[src/rtl/softmax_pkg.sv]
// softmax_pkg: shared lane geometry, FSM state type and lane-slice helpers for the softmax arbiter
package softmax_pkg;
    localparam int LANES = 4;
    localparam int IN_W  = 16;
    localparam int OUT_W = 8;
    localparam int REQ_W = LANES * IN_W;
    localparam int RSP_W = LANES * OUT_W;

    typedef enum logic [1:0] {IDLE, WAIT, RESP} state_e;

    function automatic logic [IN_W-1:0] in_lane(input logic [REQ_W-1:0] v, input int k);
        return v[k*IN_W +: IN_W];
    endfunction

    function automatic logic [OUT_W-1:0] out_lane(input logic [RSP_W-1:0] v, input int k);
        return v[k*OUT_W +: OUT_W];
    endfunction
endpackage

[src/rtl/softmax_arbiter_rr.sv]
// rr_arbiter: combinational round-robin pick over NREQ requesters
//   req_i  - request levels
//   ptr_i  - highest-priority index for this pick
//   gnt_o  - one-hot winner (all zero when no request)
//   idx_o  - winner index
module rr_arbiter #(
    parameter int NREQ = 2,
    parameter int PW   = $clog2(NREQ)
) (
    input  logic [NREQ-1:0] req_i,
    input  logic [PW-1:0]   ptr_i,
    output logic [NREQ-1:0] gnt_o,
    output logic [PW-1:0]   idx_o
);
    logic [PW-1:0] j;

    // Walk from the farthest offset down to ptr itself so the nearest set bit wins last.
    always_comb begin
        gnt_o = '0;
        idx_o = '0;
        j     = '0;
        for (int i = NREQ - 1; i >= 0; i--) begin
            j = PW'((int'(ptr_i) + i) % NREQ);
            if (req_i[j]) begin
                gnt_o    = '0;
                gnt_o[j] = 1'b1;
                idx_o    = j;
            end
        end
    end
endmodule

[src/rtl/softmax_arbiter.sv]
// softmax_arbiter: round-robin sharing of one 4-lane softmax engine between NREQ requesters
//   clk, reset_n        - clock, asynchronous active-low reset
//   req, req_data       - request levels and per-requester 64-bit logits
//   gnt                 - one-hot acceptance pulse
//   rsp_valid, rsp_data - one-hot response strobe and 32-bit probabilities
//   rsp_err             - response aborted by the watchdog
//   busy                - transaction in flight
//   eng_start, eng_in   - engine start pulse and held operands
//   eng_done, eng_out   - engine completion pulse and results
// Optional watchdog enabled by defining SOFTMAX_ARB_TIMEOUT_EN.
module softmax_arbiter
    import softmax_pkg::*;
#(
    parameter int NREQ           = 2,
    parameter int TIMEOUT_CYCLES = 64
) (
    input  logic                  clk,
    input  logic                  reset_n,
    input  logic [NREQ-1:0]       req,
    input  logic [NREQ*REQ_W-1:0] req_data,
    output logic [NREQ-1:0]       gnt,
    output logic [NREQ-1:0]       rsp_valid,
    output logic [RSP_W-1:0]      rsp_data,
    output logic                  rsp_err,
    output logic                  busy,
    output logic                  eng_start,
    output logic [REQ_W-1:0]      eng_in,
    input  logic                  eng_done,
    input  logic [RSP_W-1:0]      eng_out
);
    localparam int PW = $clog2(NREQ);

    state_e           state_q;
    logic [PW-1:0]    rr_ptr_q, rr_ptr_d, win_idx;
    logic [NREQ-1:0]  owner_q, gnt_q, rsp_valid_q, win_gnt;
    logic [RSP_W-1:0] rsp_data_q;
    logic [REQ_W-1:0] eng_in_q;
    logic             busy_q, eng_start_q;

    rr_arbiter #(.NREQ(NREQ), .PW(PW)) u_rr (
        .req_i (req),
        .ptr_i (rr_ptr_q),
        .gnt_o (win_gnt),
        .idx_o (win_idx)
    );

    assign rr_ptr_d = (win_idx == PW'(NREQ - 1)) ? '0 : win_idx + 1'b1;

`ifdef SOFTMAX_ARB_TIMEOUT_EN
    localparam int CW = (TIMEOUT_CYCLES > 256) ? $clog2(TIMEOUT_CYCLES) : 8;
    logic [CW-1:0] tmo_q;
    logic          rsp_err_q;
    assign rsp_err = rsp_err_q;
`else
    assign rsp_err = 1'b0;
`endif

    // owner_q is kept one-hot so it can be copied straight onto rsp_valid.
    always_ff @(posedge clk or negedge reset_n) begin
        if (!reset_n) begin
            state_q     <= IDLE;
            rr_ptr_q    <= '0;
            owner_q     <= '0;
            gnt_q       <= '0;
            rsp_valid_q <= '0;
            rsp_data_q  <= '0;
            eng_in_q    <= '0;
            busy_q      <= 1'b0;
            eng_start_q <= 1'b0;
`ifdef SOFTMAX_ARB_TIMEOUT_EN
            tmo_q       <= '0;
            rsp_err_q   <= 1'b0;
`endif
        end else begin
            gnt_q       <= '0;
            eng_start_q <= 1'b0;
            case (state_q)
                IDLE: if (|req) begin
                    gnt_q       <= win_gnt;
                    owner_q     <= win_gnt;
                    eng_in_q    <= req_data[win_idx*REQ_W +: REQ_W];
                    eng_start_q <= 1'b1;
                    busy_q      <= 1'b1;
                    rr_ptr_q    <= rr_ptr_d;
                    state_q     <= WAIT;
`ifdef SOFTMAX_ARB_TIMEOUT_EN
                    tmo_q       <= '0;
`endif
                end
                WAIT: if (eng_done) begin
                    rsp_data_q  <= eng_out;
                    rsp_valid_q <= owner_q;
                    state_q     <= RESP;
`ifdef SOFTMAX_ARB_TIMEOUT_EN
                    rsp_err_q   <= 1'b0;
                end else if (tmo_q == CW'(TIMEOUT_CYCLES - 1)) begin
                    rsp_data_q  <= '0;
                    rsp_valid_q <= owner_q;
                    rsp_err_q   <= 1'b1;
                    state_q     <= RESP;
                end else begin
                    tmo_q       <= tmo_q + 1'b1;
`endif
                end
                RESP: begin
                    rsp_valid_q <= '0;
                    busy_q      <= 1'b0;
                    state_q     <= IDLE;
`ifdef SOFTMAX_ARB_TIMEOUT_EN
                    rsp_err_q   <= 1'b0;
`endif
                end
                default: state_q <= IDLE;
            endcase
        end
    end

    assign gnt       = gnt_q;
    assign rsp_valid = rsp_valid_q;
    assign rsp_data  = rsp_data_q;
    assign busy      = busy_q;
    assign eng_start = eng_start_q;
    assign eng_in    = eng_in_q;
endmodule

[config.mk]
export PLATFORM = sky130hd
export DESIGN_NAME = softmax_arbiter
export DESIGN_NICKNAME = d
export VERILOG_FILES = /design/src/rtl/softmax_pkg.sv /design/src/rtl/softmax_arbiter_rr.sv /design/src/rtl/softmax_arbiter.sv
export SDC_FILE = /design/constraint.sdc
export NUM_CORES = 1
export LEC_CHECK = 0
export BUFFER_PORTS_ARGS = -buffer_cell sky130_fd_sc_hd__clkbuf_2
export CORE_MARGIN = 3
export CORE_UTILIZATION = 47
export CTS_CLUSTER_DIAMETER = 200
export DETAILED_ROUTE_END_ITERATION = 8
export HOLD_SLACK_MARGIN = 0.1
export PLACE_DENSITY = 0.95
export SLEW_MARGIN = 30
export SYNTH_ARGS = -nofsm -noshare
export SYNTH_HDL_FRONTEND = slang
export SYNTH_SLANG_ARGS = --single-unit
[constraint.sdc]
create_clock -name clk -period 5.14 [get_ports clk]
set_clock_uncertainty 0.1 [all_clocks]
set_input_delay 1.285 -clock clk [delete_from_list [all_inputs] [get_ports clk]]
set_output_delay 1.285 -clock clk [all_outputs]
set_load 0.005 [all_outputs]
==> impl_metrics.yaml, run 1 <==
outcome:
  status: "finished, final reports clean"
worst_setup_path:
  crit_path_capture_type: "register"
  worst_r2r_startpoint: "state_q[1]"
  worstRegToRegCells: 4
  setup.reg_to_reg.worst_slack_ns: 2.55
  peak_fanout_along_the_critical_path: 65
  cp-start-kind: "input pin"
  crit-reg2reg-capture: "eng_in[22]"
  arrival_ns: 2.97
  required_ns: 5.26
  critical_path_class: "input pin to register"
pwr:
  peakVddDrop_v: 0.000257
  power.static_leakage_nw: 3.11
  power_density_mw_per_mm2: 567
drt:
  routed.top_layer: "met4"
  antenna_left: 0
  drt-vias-per-instance: 5.63
  post-route-drc-count: 0
  wirelength_um: 13700
  routed-wl-met2_um: 7290
  routed_wire_length_per_instance_um: 18.4
  met3WireLength_um: 947
  drt_first_pass_iters: 5
  vias: 4203
  met1Wirelength_um: 5110
  drt_iter0_markers: 354
logic_synthesis:
  synthesis.area_mm2: 0.00459
  synth.most_common_cell: "sky130_fd_sc_hd__dfrtp_1"
  synth_edf_count: 0
  synth_cell_types: 25
  post_synth_inst_count: 369
  synthesis_warnings: 0
  synthesis_stage_register_bit_count: 107
  synth_seq_area_share_pct: 58.3
  yosysTopAreaCell: "sky130_fd_sc_hd__dfrtp_1"
  mean_post_synth_cell_area_um2: 12.4
  synth_common_cells: "sky130_fd_sc_hd__dfrtp_1 (107), sky130_fd_sc_hd__a21boi_0 (47), sky130_fd_sc_hd__a221o_1 (47)"
  ys_async_sr_fraction_pct: 100
  synth.net_count: 534
  synth_top_area_cells: "sky130_fd_sc_hd__dfrtp_1 (58%), sky130_fd_sc_hd__a221o_1 (10%), sky130_fd_sc_hd__mux2_2 (7.8%)"
  dominantRegCellSynth: "sky130_fd_sc_hd__dfrtp_1"
  yosysTopAreaCellShare_pct: 58.3
worst_hold_path:
  hold_end: "owner_q[0]"
  number_of_stages_on_the_worst_hold_path: 1
  min-delay-path-class: "register to register"
  min-delay-start: "owner_q[0]"
grt:
  antenna_found_initial: 0
  pin_count_of_the_biggest_net_entering_global_routing: 69
  first_global_vias: 4388
  gr-usage-all-layers_pct: 25.0
  grt-ovfl-total: 0
  grt_pass1_wl_um: 22200
final_layout:
  final_cell_area_mm2: 0.00614
  syn2layout_area_growth_pct: 33.6
  design.final.nets: 777
  share_of_final_layout_standard_cells_stronger_than_drive_strength_1_pct: 52.7
  final.fill_count: 765
  layoutNonFillerInstCount: 746
  n_antenna_cell: 0
  finish.utilization_pct: 65.5
placement:
  globalplace.congestion: 0.878
  dp_slack_ns: 1.54
  dpl_cell_area_mm2: 0.00592
  io_buffer_count: 266
  place.detailed.instances: 729
  dp_hpwl_um: 10300
timing:
  postLayoutSetupSlackWorst_ns: 2.29
  number_of_setup_violations_in_the_final_report: 0
  timing.setup.tns_ns: 0
  clock.fmax_mhz: 351
  hold_violations: 0
  period_share_pct: 55.5
  final_period_minus_worst_setup_slack_ns: 2.85
  relative_max_transition_margin_pct: 44.4
  worst_slew_pin_slew_ns: 0.834
  rsz0062_at_grt: "no"
  drv_slew: 0
clock_network:
  htree_depth: 3
  clock_latency_ns: 0.36
  max-clock-path-buffers: 2
  ctsHoldBuffers: 0
  postCtsResizedCells: 0
  postCtsSetupRepairBufs: 0
  buffer_type_at_the_clock_tree_root: "sky130_fd_sc_hd__clkbuf_8"
  number_of_clock_sinks: 107
  tritoncts.num_buffers: 9
  cts_tree: "yes"
  path_clk_slew_ns: 0.10
floorplanning:
  die_y_um: 105
  core_area_mm2: 0.00937
  die_x_um: 105
  effective_utilization_at_floorplan_pct: 49.0
  floorplan.die_area_mm2: 0.0110
  io-pin-count: 268
  core.rowCount: 35
job:
  drv_cap: 0
## worst max-delay path, stage by stage
cell and delay, ns:
sky130_fd_sc_hd__clkbuf_2 0.36, sky130_fd_sc_hd__or2_4 0.62, sky130_fd_sc_hd__nand2_1 0.27, sky130_fd_sc_hd__inv_2 0.30, sky130_fd_sc_hd__a31oi_1 0.13
## per-layer routing
layer  GRT usage (%)  vias to the layer above
met5               0                        -
met4            10.4                        0
met3            5.25                       34
met2            43.4                      213
met1            30.0                     2062
li1                -                     1894
## cell families after synthesis
group | Yosys count | share of synthesized area (%)
buffers and inverters | 42 | 4.74
AO/OA/AOI/OAI | 155 | 25.4
multiplexers | 32 | 7.85
other | 1 | 0.0817
AND/OR/NAND/NOR | 32 | 3.65
flip-flops | 107 | 58.3
## flip-flops by register name, indices dropped and copies added, names as in the netlist
register	flops
state_q	2
rsp_data	32
rr_ptr_q	1
eng_start	1
busy	1
gnt	2
eng_in	64
rsp_valid	2
owner_q	2
## cells in the final DEF, fill, tap and decap left out
cell type	netlist	final
sky130_fd_sc_hd__a21boi_0	47	47
sky130_fd_sc_hd__a21oi_1	18	18
sky130_fd_sc_hd__nand2b_4	1	1
sky130_fd_sc_hd__clkinv_2	0	1
sky130_fd_sc_hd__inv_8	0	1
sky130_fd_sc_hd__clkbuf_2	1	265
sky130_fd_sc_hd__a21o_1	3	3
sky130_fd_sc_hd__a31oi_1	17	17
sky130_fd_sc_hd__nor2_4	0	1
sky130_fd_sc_hd__inv_2	1	1
sky130_fd_sc_hd__mux2_2	32	32
sky130_fd_sc_hd__inv_1	3	3
sky130_fd_sc_hd__buf_4	3	4
sky130_fd_sc_hd__a221o_1	47	47
sky130_fd_sc_hd__inv_6	0	2
sky130_fd_sc_hd__clkinv_8	0	1
sky130_fd_sc_hd__conb_1	1	1
sky130_fd_sc_hd__clkbuf_8	0	10
sky130_fd_sc_hd__nor2b_2	0	1
sky130_fd_sc_hd__and3_4	1	1
sky130_fd_sc_hd__and3_2	0	1
sky130_fd_sc_hd__buf_12	0	1
sky130_fd_sc_hd__nand2_1	8	8
sky130_fd_sc_hd__or2_4	0	1
sky130_fd_sc_hd__nand3_1	18	18
sky130_fd_sc_hd__o21ai_0	21	21
sky130_fd_sc_hd__clkinvlp_4	0	1
sky130_fd_sc_hd__a22o_1	2	2
sky130_fd_sc_hd__dfrtp_1	107	107
## worst max-delay path by stage
stage / start / end / slack [ns] / depth (start not counted)
finish: req[1] / eng_in[56] / 2.29 / 5
global route: req[1] / eng_in[56] / 2.10 / 5
CTS: req[1] / eng_in[56] / 1.94 / 5
detailed placement: req[1] / eng_in[51] / 1.54 / 5
global placement: req[1] / eng_in[53] / 1.75 / 5
floorplan: req[0] / eng_in[29] / 2.67 / 7
## power breakdown
part	switching, mW	leakage (nW)	internal [mW]
clock network	0.296	0.0980	0.200
registers	0.254	1.28	1.25
logic	0.715	1.73	0.759
## metrics by stage
stage / hold slack, ns / power (mW)
2_1_floorplan: 0.349 / 2.30
3_3_place_gp: 0.367 / 2.89
3_5_place_dp: 0.377 / 2.99
4_1_cts: 0.410 / 3.49
5_1_grt: 0.436 / 3.72
6_report: 0.409 / 3.48
## area by class of cell
class                           instances  area (um2)  area share (%)
Timing Repair Buffer                  270        1380            22.4
Clock buffer                           10         138            2.24
Clock inverter                          6        57.6           0.938
Sequential cell                       107        2680            43.6
Inverter                                4        15.0           0.245
Multi-Input combinational cell        220        1710            27.9
Tap cell                              129         161            2.63
No activity file was read; power rests on OpenSTA's default activity.
==> run 2: changes to the inputs <==
--- a/config.mk
+++ b/config.mk
@@ -7,11 +7,11 @@
 export LEC_CHECK = 0
 export BUFFER_PORTS_ARGS = -buffer_cell sky130_fd_sc_hd__clkbuf_2
 export CORE_MARGIN = 3
-export CORE_UTILIZATION = 47
+export CORE_UTILIZATION = 40
 export CTS_CLUSTER_DIAMETER = 200
 export DETAILED_ROUTE_END_ITERATION = 8
 export HOLD_SLACK_MARGIN = 0.1
-export PLACE_DENSITY = 0.95
+export PLACE_DENSITY = 0.87
 export SLEW_MARGIN = 30
 export SYNTH_ARGS = -nofsm -noshare
 export SYNTH_HDL_FRONTEND = slang
==> constraint.sdc (replaced) <==
create_clock -name clk -period 2.55 [get_ports clk]
set_clock_uncertainty 0.1 [all_clocks]
set_input_delay 0.6375 -clock clk [delete_from_list [all_inputs] [get_ports clk]]
set_output_delay 0.6375 -clock clk [all_outputs]
set_load 0.005 [all_outputs]
==> impl_metrics.yaml, run 2 (synthesis gave the netlist of run 1 again) <==
outcome:
  status: "finished, final reports clean"
timing:
  clock.fmax_mhz: 538
  drv_slew: 0
  number_of_setup_violations_in_the_final_report: 0
  hold_violations: 0
  final_period_minus_worst_setup_slack_ns: 1.86
  timing.setup.tns_ns: 0
  relative_max_transition_margin_pct: 61.1
  rsz0062_at_grt: "no"
  postLayoutSetupSlackWorst_ns: 0.691
  worst_slew_pin_slew_ns: 0.584
  period_share_pct: 72.9
drt:
  routed_wire_length_per_instance_um: 17.1
  antenna_left: 0
  wirelength_um: 13000
  vias: 4108
  drt_first_pass_iters: 7
  post-route-drc-count: 0
  drt-vias-per-instance: 5.41
  drt_iter0_markers: 183
pwr:
  peakVddDrop_v: 0.000575
  power.static_leakage_nw: 3.16
  power_density_mw_per_mm2: 1170
final_layout:
  syn2layout_area_growth_pct: 36.9
  n_antenna_cell: 0
  most_common_library_cell_in_the_layout_ignoring_fill_and_taps: "sky130_fd_sc_hd__clkbuf_2"
  seq_area_mm2: 0.00268
  largest_reg_flops: 64
  share_of_final_layout_standard_cells_stronger_than_drive_strength_1_pct: 52.8
  design.final.nets: 779
  final.fill_count: 937
  layout_common_cells: "sky130_fd_sc_hd__clkbuf_2 (265), sky130_fd_sc_hd__dfrtp_1 (107), sky130_fd_sc_hd__a21boi_0 (47), sky130_fd_sc_hd__a221o_1 (47), sky130_fd_sc_hd__mux2_2 (32)"
  multi_input_comb_area_mm2: 0.00171
clock_network:
  cts_tree: "yes"
  buffer_type_at_the_clock_tree_root: "sky130_fd_sc_hd__clkbuf_16"
  postCtsResizedCells: 0
  postCtsSetupRepairBufs: 0
  tritoncts.num_buffers: 9
  path_clk_slew_ns: 0.08
  ctsHoldBuffers: 0
  number_of_clock_sinks: 107
  max-clock-path-buffers: 2
  htree_depth: 3
  clock_latency_ns: 0.33
placement:
  dp_slack_ns: 0.344
  dp_hpwl_um: 9700
  globalplace.congestion: 0.807
  io_buffer_count: 266
floorplanning:
  die_x_um: 113
  effective_utilization_at_floorplan_pct: 41.6
  die_y_um: 113
  core_area_mm2: 0.0110
  io-pin-count: 268
  floorplan.die_area_mm2: 0.0128
  core.rowCount: 38
grt:
  first_global_vias: 4111
  grt_pass1_wl_um: 20500
  pin_count_of_the_biggest_net_entering_global_routing: 108
  grt-ovfl-total: 0
  antenna_found_initial: 0
  gr-usage-all-layers_pct: 19.6
worst_setup_path:
  arrival_ns: 1.95
  required_ns: 2.64
  crit_path_capture_type: "register"
  crit-reg2reg-capture: "eng_in[27]"
  peak_fanout_along_the_critical_path: 30
  worstRegToRegCells: 3
  cp-start-kind: "input pin"
  worst_r2r_startpoint: "rr_ptr_q"
  setup.reg_to_reg.worst_slack_ns: 0.76
  critical_path_class: "input pin to register"
job:
  drv_cap: 0
worst_hold_path:
  min-delay-path-class: "input pin to asynchronous set/reset pin"
==> run 2: through the flow <==
step	cells	power, mW	util [%]	instance area, um2	hold slack [ns]
after detailed placement	743	6.00	54.2	5980	0.366
after global routing	759	7.83	57.0	6290	0.303
after global placement	743	5.83	54.2	5980	0.368
after CTS	759	7.40	56.9	6280	0.280
final	759	7.34	57.0	6290	0.220
after floorplan	369	4.63	-	4590	0.242
==> run 2: layout make-up <==
| class | instances | area share (%) |
|---|---|---|
| flip-flops and latches | 107 | 42.6 |
| multi-input cells | 220 | 27.2 |
| repair buffers | 272 | 22.3 |
| clock buffers | 9 | 3.58 |
| well taps | 140 | 2.79 |
| clock inverters | 7 | 1.23 |
| inverters | 4 | 0.239 |
==> run 2: worst max path at each step <==
stage,slack (ns),startpoint,to,cells after the start
6_report,0.69,req[0],eng_in[52],5
5_1_grt,0.54,req[0],eng_in[56],5
4_1_cts,0.47,state_q[1],eng_in[26],3
3_5_place_dp,0.34,req[0],eng_in[52],5
3_3_place_gp,0.46,req[0],eng_in[56],5
2_1_floorplan,0.73,req[0],eng_in[29],7
==> run 2: power breakdown <==
part	total [mW]	switching (mW)	internal, mW
clock network	1.38	0.611	0.768
registers	3.01	0.483	2.53
logic	2.94	1.41	1.53
total	7.34	2.50	4.83
==> run 2: critical path: stages <==
cell                       delay, ns
sky130_fd_sc_hd__clkbuf_2       0.14
sky130_fd_sc_hd__or2_2          0.48
sky130_fd_sc_hd__nand2_1        0.26
sky130_fd_sc_hd__inv_2          0.29
sky130_fd_sc_hd__a31oi_1        0.14
==> run 2: metal layers <==
metal	track usage, %	vias up	share of wire, %
met2	34.6	194	52
li1	-	1889	-
met1	25.0	2013	40
met3	2.89	12	6.6
met5	0	-	0
met4	5.69	0	1.3
==> run 3: changes to the inputs <==
==> constraint.sdc (replaced) <==
create_clock -name clk -period 1.5 [get_ports clk]
set_clock_uncertainty 0.1 [all_clocks]
set_input_delay 0.375 -clock clk [delete_from_list [all_inputs] [get_ports clk]]
set_output_delay 0.375 -clock clk [all_outputs]
set_load 0.005 [all_outputs]
==> impl_metrics.yaml, run 3 (synthesis gave the netlist of run 1 again) <==
pwr:
  power_density_mw_per_mm2: 2030
  peakVddDrop_v: 0.00120
  power.static_leakage_nw: 3.43
final_layout:
  largest_reg_flops: 64
  layoutNonFillerInstCount: 788
  final_cell_area_mm2: 0.00680
  design.final.nets: 809
  syn2layout_area_growth_pct: 48.0
  seq_area_mm2: 0.00268
  share_of_final_layout_standard_cells_stronger_than_drive_strength_1_pct: 54.9
  final.fill_count: 843
  most_common_library_cell_in_the_layout_ignoring_fill_and_taps: "sky130_fd_sc_hd__clkbuf_2"
  multi_input_comb_area_mm2: 0.00172
  n_antenna_cell: 0
  layout_common_cells: "sky130_fd_sc_hd__clkbuf_2 (265), sky130_fd_sc_hd__dfrtp_1 (107), sky130_fd_sc_hd__a221o_1 (47)"
clock_network:
  clock_latency_ns: 0.34
  buffer_type_at_the_clock_tree_root: "sky130_fd_sc_hd__clkbuf_16"
  path_clk_slew_ns: 0.07
  cts_tree: "yes"
  number_of_clock_sinks: 107
  max-clock-path-buffers: 2
  htree_depth: 3
  tritoncts.num_buffers: 9
grt:
  first_global_vias: 4394
  antenna_found_initial: 0
  grt-ovfl-total: 0
  pin_count_of_the_biggest_net_entering_global_routing: 57
  grt_pass1_wl_um: 22500
  gr-usage-all-layers_pct: 22.1
drt:
  drt-vias-per-instance: 5.49
  post-route-drc-count: 0
  drt_first_pass_iters: 5
  vias: 4328
  drt_iter0_markers: 382
  routed_wire_length_per_instance_um: 19.0
  wirelength_um: 15000
  antenna_left: 0
placement:
  dpl_cell_area_mm2: 0.00617
  globalplace.congestion: 0.844
  io_buffer_count: 266
  place.detailed.instances: 761
  dp_hpwl_um: 10700
job:
  drv_cap: 0
floorplanning:
  effective_utilization_at_floorplan_pct: 41.6
  die_x_um: 113
  floorplan.die_area_mm2: 0.0128
  core.rowCount: 38
  io-pin-count: 268
  die_y_um: 113
  core_area_mm2: 0.0110
worst_setup_path:
  arrival_ns: 1.62
  cp_slowest_cell: "sky130_fd_sc_hd__dfrtp_1"
  critical_path_class: "register to register"
  peak_fanout_along_the_critical_path: 16
  required_ns: 1.62
  worst-path-buf-inv: 2
  critical-path-top-cell-by-count: "sky130_fd_sc_hd__buf_12"
  critical_path.max_stage_delay_ns: 0.40
  crit_path_capture_type: "register"
  worst_path_dominant_cell_family: "flip-flops"
  cp-start-kind: "register"
  crit_chain: "nor2_4 > buf_12 > and3_4 > buf_12 > a221o_1"
outcome:
  status: "finished, final reports clean"
timing:
  rsz0062_at_grt: "yes"
  period_share_pct: 99.7
  timing.hold.ws_ns: 0.154
  number_of_setup_violations_in_the_final_report: 0
  clock.fmax_mhz: 669
  drv_slew: 0
  final_period_minus_worst_setup_slack_ns: 1.50
  hold_violations: 0
worst_hold_path:
  min-delay-path-class: "input pin to register"
-- run 3: metrics by stage --
stage          setup WS [ns]  util, %  TNS (ns)  total power [mW]
6_report             0.00487     61.6         0              13.8
5_1_grt              -0.0432     61.6     -1.02              14.7
4_1_cts              0.00784     59.8         0              13.4
3_5_place_dp          -0.155     56.0     -5.65              10.5
3_3_place_gp         -0.0605     56.0     -2.33              10.2
2_1_floorplan         -0.158        -     -3.27              7.92
-- run 3: metal layers --
metal | share of wire [%] | up-vias | track usage, %
met5 | 0 | - | 0
met4 | 2.4 | 0 | 7.21
met3 | 6.6 | 30 | 3.96
met2 | 52 | 215 | 39.1
met1 | 39 | 2131 | 27.3
li1 | - | 1952 | -
-- run 3: worst register-to-register path: cells and delay by family, from the launching register on --
family / cells / cell delay (ns)
buffers and inverters: 2 / 0.29
flip-flops: 1 / 0.40
AO/OA/AOI/OAI: 1 / 0.33
AND/OR/NAND/NOR: 2 / 0.25
-- run 3: final cells by class --
class	instances	area share, %
clock buffers	11	3.72
clock inverters	4	1.44
inverters	4	0.221
multi-input cells	220	25.3
flip-flops and latches	107	39.4
well taps	140	2.58
repair buffers	302	27.3
-- run 3: worst paths after layout --
path,from,end,slack [ns],cells after the start
worst max-delay path,state_q[1],eng_in[37],0.005,5
worst min-delay path,req_data[39],eng_in[39],0.15,2
worst max register to register,state_q[1],eng_in[37],0.005,5
worst min register to register,owner_q[1],owner_q[1],0.39,1
max in group asynchronous,reset_n,rsp_data[29],0.56,3
min in group asynchronous,reset_n,eng_in[11],0.47,3
-- run 3: power breakdown --
| part | leakage, nW | switching (mW) | internal (mW) |
|---|---|---|---|
| logic | 1.98 | 2.65 | 3.29 |
| registers | 1.28 | 0.814 | 4.31 |
| clock network | 0.168 | 1.05 | 1.71 |
| total | 3.43 | 4.52 | 9.31 |
-- run 3: timing repair --
item	CTS	global route
gates cloned	1	7
hold buffers	1	0
gates resized for setup	5	15
endpoints found under the setup margin	48	85
setup buffers	2	1
hold endpoints to repair	107	0
pin swaps	1	4
